### src/rtl/dac0_vtgt_seq_if.sv
// DAC0 voltage-target sequencer bus: register-bank side inputs and DAC0-side outputs.
interface dac0_vtgt_seq_if;
  logic        upd;
  logic [10:0] tgt;
  logic        hlsb;
  logic [15:0] cvofs;
  logic [10:0] dac_code;
  logic        busy;
  logic        done;
  logic        dith_ph;

  modport master (output upd, tgt, hlsb, cvofs, input dac_code, busy, done, dith_ph);
  modport slave  (input upd, tgt, hlsb, cvofs, output dac_code, busy, done, dith_ph);
endinterface

### src/rtl/dac0_vtgt_seq.sv
// DAC0 voltage-target sequencer: offset/saturate target, slew, settle, optional half-LSB dither.
// Define DAC0_SLEW_RAMP_EN for 1-LSB-per-SLEW_DIV ramping; otherwise the code loads directly.
module dac0_vtgt_seq #(
  parameter int SLEW_DIV   = 16,
  parameter int SETTLE_CYC = 64,
  parameter int DITH_DIV   = 32
) (
  input logic           clk,
  input logic           rst,
  dac0_vtgt_seq_if.slave bus
);

  localparam int TW = (SETTLE_CYC > 1) ? $clog2(SETTLE_CYC) : 1;
  localparam int DW = (DITH_DIV > 1) ? $clog2(DITH_DIV) : 1;

  if (SLEW_DIV < 1 || SETTLE_CYC < 1 || DITH_DIV < 1) begin : g_bad_param
    $error("dac0_vtgt_seq: SLEW_DIV, SETTLE_CYC and DITH_DIV must be >= 1");
  end

  typedef enum logic [1:0] {IDLE, RAMP, SETTLE, HOLD} state_t;

  state_t        state, state_n;
  logic [10:0]   code_q, e_q, e_new;
  logic          hlsb_q;
  logic [TW-1:0] set_cnt;
  logic [DW-1:0] dith_cnt;
  logic          dith_q;
  logic [1:0]    seg;
  logic [3:0]    ofs;
  logic [11:0]   sum;
  logic          set_last, at_tgt, dith_on, busy, done;

  // Offset segment chosen from the incoming target; sum saturates at full scale.
  always_comb begin
    if (bus.tgt < 11'd256)      seg = 2'd0;
    else if (bus.tgt < 11'd512) seg = 2'd1;
    else if (bus.tgt < 11'd768) seg = 2'd2;
    else                        seg = 2'd3;
    ofs   = bus.cvofs[{seg, 2'b00} +: 4];
    sum   = {1'b0, bus.tgt} + {8'd0, ofs};
    e_new = sum[11] ? 11'h7FF : sum[10:0];
  end

  assign set_last = (set_cnt == TW'(SETTLE_CYC - 1));
  assign at_tgt   = (code_q == e_q);

  always_ff @(posedge clk) begin
    if (rst) state <= IDLE;
    else     state <= state_n;
  end

  // upd always wins: it restarts the move from any state and swallows a coincident done.
  always_comb begin
    state_n = state;
    busy    = 1'b0;
    done    = 1'b0;
    case (state)
      IDLE: if (bus.upd) state_n = RAMP;
      RAMP: begin
        busy = 1'b1;
`ifdef DAC0_SLEW_RAMP_EN
        if (!bus.upd && at_tgt) state_n = SETTLE;
`else
        if (!bus.upd) state_n = SETTLE;
`endif
      end
      SETTLE: begin
        if (bus.upd) begin
          busy    = 1'b1;
          state_n = RAMP;
        end else if (set_last) begin
          done    = 1'b1;
          state_n = HOLD;
        end else begin
          busy = 1'b1;
        end
      end
      HOLD: if (bus.upd) state_n = RAMP;
      default: state_n = IDLE;
    endcase
  end

`ifdef DAC0_SLEW_RAMP_EN
  localparam int SW = (SLEW_DIV > 1) ? $clog2(SLEW_DIV) : 1;
  logic [SW-1:0] slew_cnt;
`endif

  always_ff @(posedge clk) begin
    if (rst) begin
      code_q   <= '0;
      e_q      <= '0;
      hlsb_q   <= 1'b0;
      set_cnt  <= '0;
      dith_cnt <= '0;
      dith_q   <= 1'b0;
`ifdef DAC0_SLEW_RAMP_EN
      slew_cnt <= '0;
`endif
    end else begin
      if (bus.upd) begin
        e_q    <= e_new;
        hlsb_q <= bus.hlsb;
      end
      set_cnt <= (state == SETTLE && !bus.upd && !set_last) ? set_cnt + 1'b1 : '0;
      // Dither only when code+1 still fits; anything else parks the phase at 0.
      if (state == HOLD && !bus.upd && hlsb_q && e_q != 11'h7FF) begin
        if (dith_cnt == DW'(DITH_DIV - 1)) begin
          dith_cnt <= '0;
          dith_q   <= ~dith_q;
        end else begin
          dith_cnt <= dith_cnt + 1'b1;
        end
      end else begin
        dith_cnt <= '0;
        dith_q   <= 1'b0;
      end
`ifdef DAC0_SLEW_RAMP_EN
      if (state == RAMP && !bus.upd && !at_tgt) begin
        if (slew_cnt == SW'(SLEW_DIV - 1)) begin
          slew_cnt <= '0;
          code_q   <= (code_q < e_q) ? code_q + 1'b1 : code_q - 1'b1;
        end else begin
          slew_cnt <= slew_cnt + 1'b1;
        end
      end else begin
        slew_cnt <= '0;
      end
`else
      if (state == RAMP && !bus.upd) code_q <= e_q;
`endif
    end
  end

  // code_q holds the base E in HOLD, so the +1 phase never overflows.
  assign dith_on      = (state == HOLD) && dith_q && !bus.upd;
  assign bus.dac_code = code_q + {10'd0, dith_on};
  assign bus.dith_ph  = dith_on;
  assign bus.busy     = busy;
  assign bus.done     = done;

endmodule

### src/flat_wrapper.sv
// flat-port wrapper written by rule: the top's interface ports become plain ports
module dac0_vtgt_seq_flat 
#(
  parameter int SLEW_DIV   = 16,
  parameter int SETTLE_CYC = 64,
  parameter int DITH_DIV   = 32
)
  (clk, rst, bus_upd, bus_tgt, bus_hlsb, bus_cvofs, bus_dac_code, bus_busy, bus_done, bus_dith_ph);
  dac0_vtgt_seq_if bus_i ();
  input logic clk;
  input logic rst;
  input wire logic [$bits(bus_i.upd)-1:0] bus_upd;
  input wire logic [$bits(bus_i.tgt)-1:0] bus_tgt;
  input wire logic [$bits(bus_i.hlsb)-1:0] bus_hlsb;
  input wire logic [$bits(bus_i.cvofs)-1:0] bus_cvofs;
  output wire logic [$bits(bus_i.dac_code)-1:0] bus_dac_code;
  output wire logic [$bits(bus_i.busy)-1:0] bus_busy;
  output wire logic [$bits(bus_i.done)-1:0] bus_done;
  output wire logic [$bits(bus_i.dith_ph)-1:0] bus_dith_ph;
  assign bus_i.upd = bus_upd;
  assign bus_i.tgt = bus_tgt;
  assign bus_i.hlsb = bus_hlsb;
  assign bus_i.cvofs = bus_cvofs;
  assign bus_dac_code = bus_i.dac_code;
  assign bus_busy = bus_i.busy;
  assign bus_done = bus_i.done;
  assign bus_dith_ph = bus_i.dith_ph;
  dac0_vtgt_seq #(.SLEW_DIV(SLEW_DIV), .SETTLE_CYC(SETTLE_CYC), .DITH_DIV(DITH_DIV)) u_core (.clk(clk), .rst(rst), .bus(bus_i));
endmodule
### config.mk
export PLATFORM = sky130hd
export DESIGN_NAME = dac0_vtgt_seq_flat
export DESIGN_NICKNAME = d
export VERILOG_FILES = /design/src/rtl/dac0_vtgt_seq_if.sv /design/src/rtl/dac0_vtgt_seq.sv /design/src/flat_wrapper.sv
export SDC_FILE = /design/constraint.sdc
export NUM_CORES = 1
export LEC_CHECK = 0
export ABC_AREA = 0
export BUFFER_PORTS_ARGS = -buffer_cell sky130_fd_sc_hd__buf_2
export CORE_UTILIZATION = 51
export CTS_BUF_LIST = sky130_fd_sc_hd__clkbuf_2 sky130_fd_sc_hd__clkbuf_4 sky130_fd_sc_hd__clkbuf_8
export CTS_CLUSTER_DIAMETER = 100
export DETAILED_ROUTE_END_ITERATION = 6
export PLACE_DENSITY = 0.78
export SETUP_SLACK_MARGIN = 0.3
export SLEW_MARGIN = 20
export SYNTH_ARGS = -nofsm -noshare
export SYNTH_HDL_FRONTEND = slang
export SYNTH_SLANG_ARGS = --single-unit
### constraint.sdc
create_clock -name clk -period 2.7 [get_ports clk]
set_input_delay 0.54 -clock clk [delete_from_list [all_inputs] [get_ports clk]]
set_output_delay 0.54 -clock clk [all_outputs]
set_load 0.02 [all_outputs]
==> key figures, run 1 <==
Min path
  • Cells on Worst Hold Path: 1
  • Worst hold path class: reg -> reg
  • Hold Path Sink: u_core.dith_cnt[0]
  • HP Start: u_core.dith_cnt[0]

Floorplan
  • Row count: 23
  • Starting Density: 53.6%
  • Die Y: 67.1 um
  • Die area: 4500 sq um
  • Die Wd: 67.1 um
  • Core Area: 4030 sq um
  • Io pins: 45

Critical path
  • Worst path required time: 2.16 ns
  • Slowest cell delay on critical path: 0.36 ns
  • Worst EP arrival: 1.81 ns
  • R2r worst-path depth: 6
  • R2r endpoint: u_core.code_q[10]
  • Critical path buffers and inverters: 1
  • Critical path, cell by cell: ha_4, nand2_2, nor2_4, ha_4, ha_4, nand4_1, xnor2_2, buf_4
  • CP Class: reg -> out
  • Flop-to-flop setup slack: 0.97 ns
  • Slowest-stage cell, CP: dfxtp_4
  • Worst setup EP type: primary output
  • R2r startpoint: u_core.state[1]
  • Top delay family on crit path: adder cells
  • Crit Path Max Fanout: 5
  • Worst path most repeated cell: ha_4
  • Crit path launch type: flop

Placed design
  • IO buf count: 44
  • Routability cong.: 0.794
  • Post-DP HPWL: 3280 um
  • Pre-CTS setup slack: 0.0892 ns
  • Placed instance count: 354

Logic synthesis
  • Yosys reg bits: 37
  • Mapped cell area: 2160 sq um
  • Netlist cell types: 44
  • Post-synth EDFFs: 0
  • Post-Syn Instances: 266
  • Ranking of synthesized cells by area: dfxtp_1 (34%), ha_1 (7.5%), nand2_1 (6.6%), nor2_1 (5.7%), xnor2_1 (5.7%)
  • Mapped Nets: 311
  • Main flop type after synthesis: dfxtp_1
  • Synth Warn #: 0
  • Asr flop ratio synth: 0%
  • Post-synth top area share: 34.3%
  • Syn Area/Cell: 8.12 sq um
  • Dominant cell type by area after synthesis: dfxtp_1
  • Post-synthesis sequential area ratio: 34.3%

Outcome
  • Outcome: completed

Detailed routing
  • WL met2: 2090 um
  • Top Metal Used: met4
  • Met3 WL: 154 um
  • Remaining DRCs: 0
  • Metal1 wirelength: 2010 um
  • Routed wire length per instance: 11.7 um
  • Routed vias/inst: 5.36
  • WL final: 4310 um
  • Pre-Repair DR Iteration Count: 4
  • Post-route ant nets: 0
  • DR vias: 1974
  • Drt initial violations: 52

STA
  • Fmax: 425 MHz
  • Min Tclk post-route: 2.35 ns
  • Crit share post-route: 87.1%
  • Setup slack after layout: 0.347 ns
  • Fin. max-slew vios: 0
  • Unrepaired setup endpoints after global routing: true
  • Final Skew: 0.00941 ns
  • Max-slew headroom: 56.3%
  • Final setup vio count: 0
  • Worst Tran Pin Value: 0.655 ns
  • Setup TNS: 0 ns
  • Final Hold Viols: 0

Final layout
  • Layout cells sized above 1: 30.5%
  • Commonest non-fill, non-tap cell in the layout: buf_2
  • Final core utilization: 68.7%
  • Area grow syn2layout: 28.0%
  • Non-filler instance count after layout: 368
  • Final net count: 362
  • Antenna diodes: 0
  • Most frequent cells in the layout: buf_2 (38), nand2_1 (37), dfxtp_1 (35), nor2_1 (30), a21oi_1 (17)

Clock tree
  • Cts hold-fix bufs: 0
  • TritonCTS buffer count: 5
  • CTS tree: done
  • Htree depth: 2
  • Clock Latency Late Sink: 0.29 ns
  • Root Driver: clkbuf_8
  • CTS max path bufs: 2
  • Worst-path clk slew: 0.07 ns
  • Clock Sink Count: 37

Power
  • Tot Pwr: 1.43 mW
  • Cell Pwr Density: 515 nW/um^2
  • Max VDD drop: 0.000259 V
  • P_leak: 1.17 nW

Run
  • Maximum Capacitance Violations: 0

Global route
  • Largest net degree at the start of global routing: 32
  • First-pass GRT wire length: 6930 um
  • GRT Total Usage: 20.5%
  • Vias in the first global route: 1653
  • Grt total ovfl: 0
  • Antenna violations before repair: 0
flip-flops by register name, summed over array words and instances, names as in the netlist:
register / flops
u_core.set_cnt: 6
u_core.hlsb_q: 1
u_core.dith_q: 1
u_core.e_q: 11
u_core.state: 2
u_core.dith_cnt: 5
u_core.code_q: 11
final cells by class:
type,instances,area (sq um)
clock buffer,6,82.6
clock inverter,2,13.8
fill,340,1260
inverter,14,52.6
multi-input combinational,204,1490
sequential,37,746
tap,50,62.6
timing repair buffer,55,322
timing repair:
item | 4_1_cts | 5_1_grt
resized for setup | 14 | 11
setup buffers | 3 | 3
pin swaps | 3 | 10
setup endpoints to repair | 8 | 13
synth_stat cells, types with 2 or more instances:
library cell and number:
dfxtp_1 37, nor4_1 2, a211oi_2 2, nand2b_1 5
a21o_1 3, nand2_1 38, o211ai_1 3, xnor2_1 14
o21ai_0 4, mux2i_1 6, o31ai_1 2, a21oi_1 18
nor3_1 3, xor2_1 7, a311oi_1 6, a31oi_1 2
and3_1 3, ha_1 13, a22o_1 4, clkbuf_1 7
or3_1 2, nand3_1 11, nor2b_1 2, inv_1 14
nand4_1 5, nor2_1 33, buf_2 3
logic make-up after synthesis:
group | after synthesis | share of synthesized area [%]
xor gates and xnor gates | 21 | 8.51
adders and majority gates | 14 | 8.45
DFF | 37 | 34.3
buffers and inverters | 25 | 4.52
muxes | 6 | 2.78
and+or+nand+nor | 112 | 24.4
AOI/OAI and AO/OA | 51 | 17.0
worst reg2reg max path, stage by stage, from the launching register on:
cell,delay [ns]
dfxtp_2,0.34
buf_4,0.14
inv_1,0.07
ha_1,0.23
nor2b_1,0.57
nand2_1,0.17
a21oi_1,0.15
power by group:
part	switching [mW]	internal (mW)	total [mW]
Clock	0.194	0.207	0.400
Combinational	0.218	0.180	0.398
Sequential	0.0399	0.588	0.628
worst max-delay path by stage:
stage               startpoint         endpoint  cells after the start
2_1_floorplan      bus_tgt[10]   u_core.e_q[10]                     10
3_3_place_gp       bus_tgt[10]   u_core.e_q[10]                     10
3_5_place_dp       bus_tgt[10]   u_core.e_q[10]                     10
4_1_cts        u_core.state[0]  bus_dac_code[7]                      9
5_1_grt        u_core.state[1]  bus_dac_code[5]                      9
6_report       u_core.state[0]  bus_dac_code[8]                      8
through the flow:
stage	hold WS [ns]	area [sq um]
2_1_floorplan	0.418	2270
3_3_place_gp	0.432	2510
3_5_place_dp	0.435	2510
4_1_cts	0.451	2690
5_1_grt	0.482	2770
6_report	0.448	2770
per-layer routing:
layer	vias up	global-route usage, %
met5	-	0
met2	49	36.8
met3	6	4.28
li1	1029	-
met1	890	23.6
met4	0	7.45
Power figures use the tool's default switching activity.
==> inputs of run 2 (changes only) <==
--- a/config.mk
+++ b/config.mk
@@ -13,4 +13,6 @@
 export DETAILED_ROUTE_END_ITERATION = 6
+export GPL_ROUTABILITY_DRIVEN = 0
 export PLACE_DENSITY = 0.78
 export SETUP_SLACK_MARGIN = 0.3
+export SKIP_CTS_REPAIR_TIMING = 1
 export SLEW_MARGIN = 20
==> constraint.sdc (replaced) <==
create_clock -name clk -period 2.7 [get_ports clk]
set_input_delay 0.135 -clock clk [delete_from_list [all_inputs] [get_ports clk]]
set_output_delay 0.135 -clock clk [all_outputs]
set_load 0.02 [all_outputs]
==> key figures, run 2 (synthesis results as in run 1) <==
Outcome
  • Outcome: completed

Final layout
  • Layout cells sized above 1: 20.5% (-10 points)
  • Final net count: 351 (-3.0%)
  • Final core utilization: 62.6% (-6.1 points)
  • Area grow syn2layout: 16.7%
  • Commonest non-fill, non-tap cell in the layout: buf_2
  • Largest regs: u_core.code_q x11, u_core.e_q x11, u_core.set_cnt x6
  • Most frequent cells in the layout: buf_2 (44), nand2_1 (38), dfxtp_1 (36), nor2_1 (32), a21oi_1 (18)
  • Antenna diodes: 0 (unchanged)

Critical path
  • CP Class: reg -> out
  • Crit Path Max Fanout: 4 (-1)
  • R2r endpoint: u_core.code_q[2]
  • Worst path required time: 2.57 ns (+0.41 ns)
  • Flop-to-flop setup slack: 1.12 ns (+0.15 ns)
  • R2r startpoint: u_core.state[1]
  • R2r worst-path depth: 5 (-1)
  • Crit path launch type: flop
  • Worst setup EP type: primary output
  • Worst EP arrival: 2.06 ns (+0.25 ns)

Detailed routing
  • Routed wire length per instance: 11.7 um (-0.36%)
  • WL final: 4170 um (-3.3%)
  • Post-route ant nets: 0 (unchanged)
  • Remaining DRCs: 0 (unchanged)
  • Drt initial violations: 51 (-1.9%)
  • Pre-Repair DR Iteration Count: 4 (unchanged)
  • Routed vias/inst: 5.41 (+0.89%)
  • DR vias: 1932 (-2.1%)

Power
  • Int Pwr: 1.04 mW (+6.4%)
  • P_leak: 1.07 nW (-8.9%)
  • Net switching power: 0.424 mW (-6.1%)
  • Clock share of power: 34.0% (+5.9 points)
  • Cell Pwr Density: 579 nW/um^2 (+12%)
  • Sequential share of power: 42.8% (-1.2 points)
  • Gate power share: 23.2% (-4.7 points)
  • Sw frac: 29.0% (-2.6 points)
  • Max VDD drop: 0.000391 V (+51%)

Floorplan
  • Die Y: 67.1 um (unchanged)
  • Io pins: 45 (unchanged)
  • Row count: 23 (unchanged)
  • Die Wd: 67.1 um (unchanged)
  • Die area: 4500 sq um (unchanged)
  • Starting Density: 53.6% (unchanged)
  • Core Area: 4030 sq um (unchanged)

Clock tree
  • Worst-path clk slew: 0.07 ns (about the same)
  • CTS max path bufs: 2 (unchanged)
  • Clock Sink Count: 37 (unchanged)
  • CTS tree: done
  • Clock Latency Late Sink: 0.29 ns (about the same)
  • Htree depth: 2 (unchanged)
  • Root Driver: clkbuf_8
  • TritonCTS buffer count: 5 (unchanged)

STA
  • Max-slew headroom: 57.2% (+0.92 points)
  • Setup TNS: 0 ns (unchanged)
  • Final Skew: 0.00749 ns (-0.00193 ns)
  • Min Tclk post-route: 2.20 ns (-0.154 ns)
  • Fmax: 455 MHz (+7.0%)
  • Crit share post-route: 81.4% (-5.7 points)
  • Worst Tran Pin Value: 0.641 ns (-0.0138 ns)
  • Fin. max-slew vios: 0 (unchanged)
  • Final Hold Viols: 0 (unchanged)
  • Unrepaired setup endpoints after global routing: false
  • Final setup vio count: 0 (unchanged)

Global route
  • Largest net degree at the start of global routing: 33 (+3.1%)
  • Antenna violations before repair: 0 (unchanged)
  • Grt total ovfl: 0 (unchanged)
  • GRT Total Usage: 20.2% (-0.31 points)
  • Vias in the first global route: 1593 (-3.6%)
  • First-pass GRT wire length: 6870 um (-1.0%)

Run
  • Maximum Capacitance Violations: 0 (unchanged)

Min path
  • Cells on Worst Hold Path: 3 (+2)
  • HP Start: bus_hlsb
  • Worst hold path class: in -> reg
  • Hold Path Sink: u_core.hlsb_q

Placed design
  • Post-DP HPWL: 3190 um (-2.7%)
  • IO buf count: 44 (unchanged)
[run 2: changes by cell type in the layout (fill, tap and decap cells not counted), moves of 4 or more]
| cell | delta |
|---|---|
| buf_4 | -16 |
| buf_2 | +6 |
| xnor2_1 | +5 |
| xnor2_2 | -5 |
| ha_1 | +4 |
| nand3_1 | +4 |
[run 2: how the worst max path moves through the flow]
| stage | start | endpoint |
|---|---|---|
| after global placement | bus_tgt[8] | u_core.e_q[10] |
| after detailed placement | bus_tgt[8] | u_core.e_q[10] |
| final | u_core.state[1] | bus_dac_code[7] |
| after CTS | u_core.state[0] | bus_dac_code[7] |
| after global routing | u_core.state[1] | bus_dac_code[7] |
| after floorplan | bus_tgt[9] | u_core.e_q[10] |
[run 2: area by class of cell]
| class | instances | area, sq um |
|---|---|---|
| clock buffer | 7 | 90.1 |
| multi-input combinational | 204 | 1330 |
| clock inverter | 1 | 30.0 |
| fill | 364 | 1510 |
| timing repair buffer | 44 | 220 |
| tap | 50 | 62.6 |
| sequential | 37 | 742 |
| inverter | 14 | 52.6 |
[run 2: worst max-delay path, stage by stage (launching register included)]
cell and delay, ns:
dfxtp_1 0.39, ha_1 0.19, nand2_1 0.05, nor2_1 0.18, ha_1 0.21, nand3_1 0.16
nor2_2 0.18, nand3_1 0.10, xnor2_1 0.13, buf_2 0.17
[run 2: layer usage]
metal,part of all wire [%],global-route usage [%]
met1,47,24.5
met2,48,33.9
met3,4.8,4.62
met4,0.77,8.24
met5,0,0
[run 2: power by group through the flow]
stage          combinational [mW]  sequential, mW  clock, mW
2_1_floorplan               0.263           0.622          0
3_3_place_gp                0.332           0.633          0
5_1_grt                     0.385           0.631      0.531
6_report                    0.339           0.624      0.497
3_5_place_dp                0.338           0.634          0
4_1_cts                     0.341           0.623      0.507
[run 2: per-stage QoR]
stage	setup WS, ns	std cells	cell area, sq um	total power [mW]	hold WS [ns]
3_5_place_dp	0.283	349	2400	0.972	0.390
4_1_cts	0.392	357	2520	1.47	0.0871
2_1_floorplan	0.449	266	2160	0.885	0.204
3_3_place_gp	0.348	349	2400	0.965	0.374
6_report	0.501	357	2520	1.46	0.0901
5_1_grt	0.343	357	2520	1.55	0.122
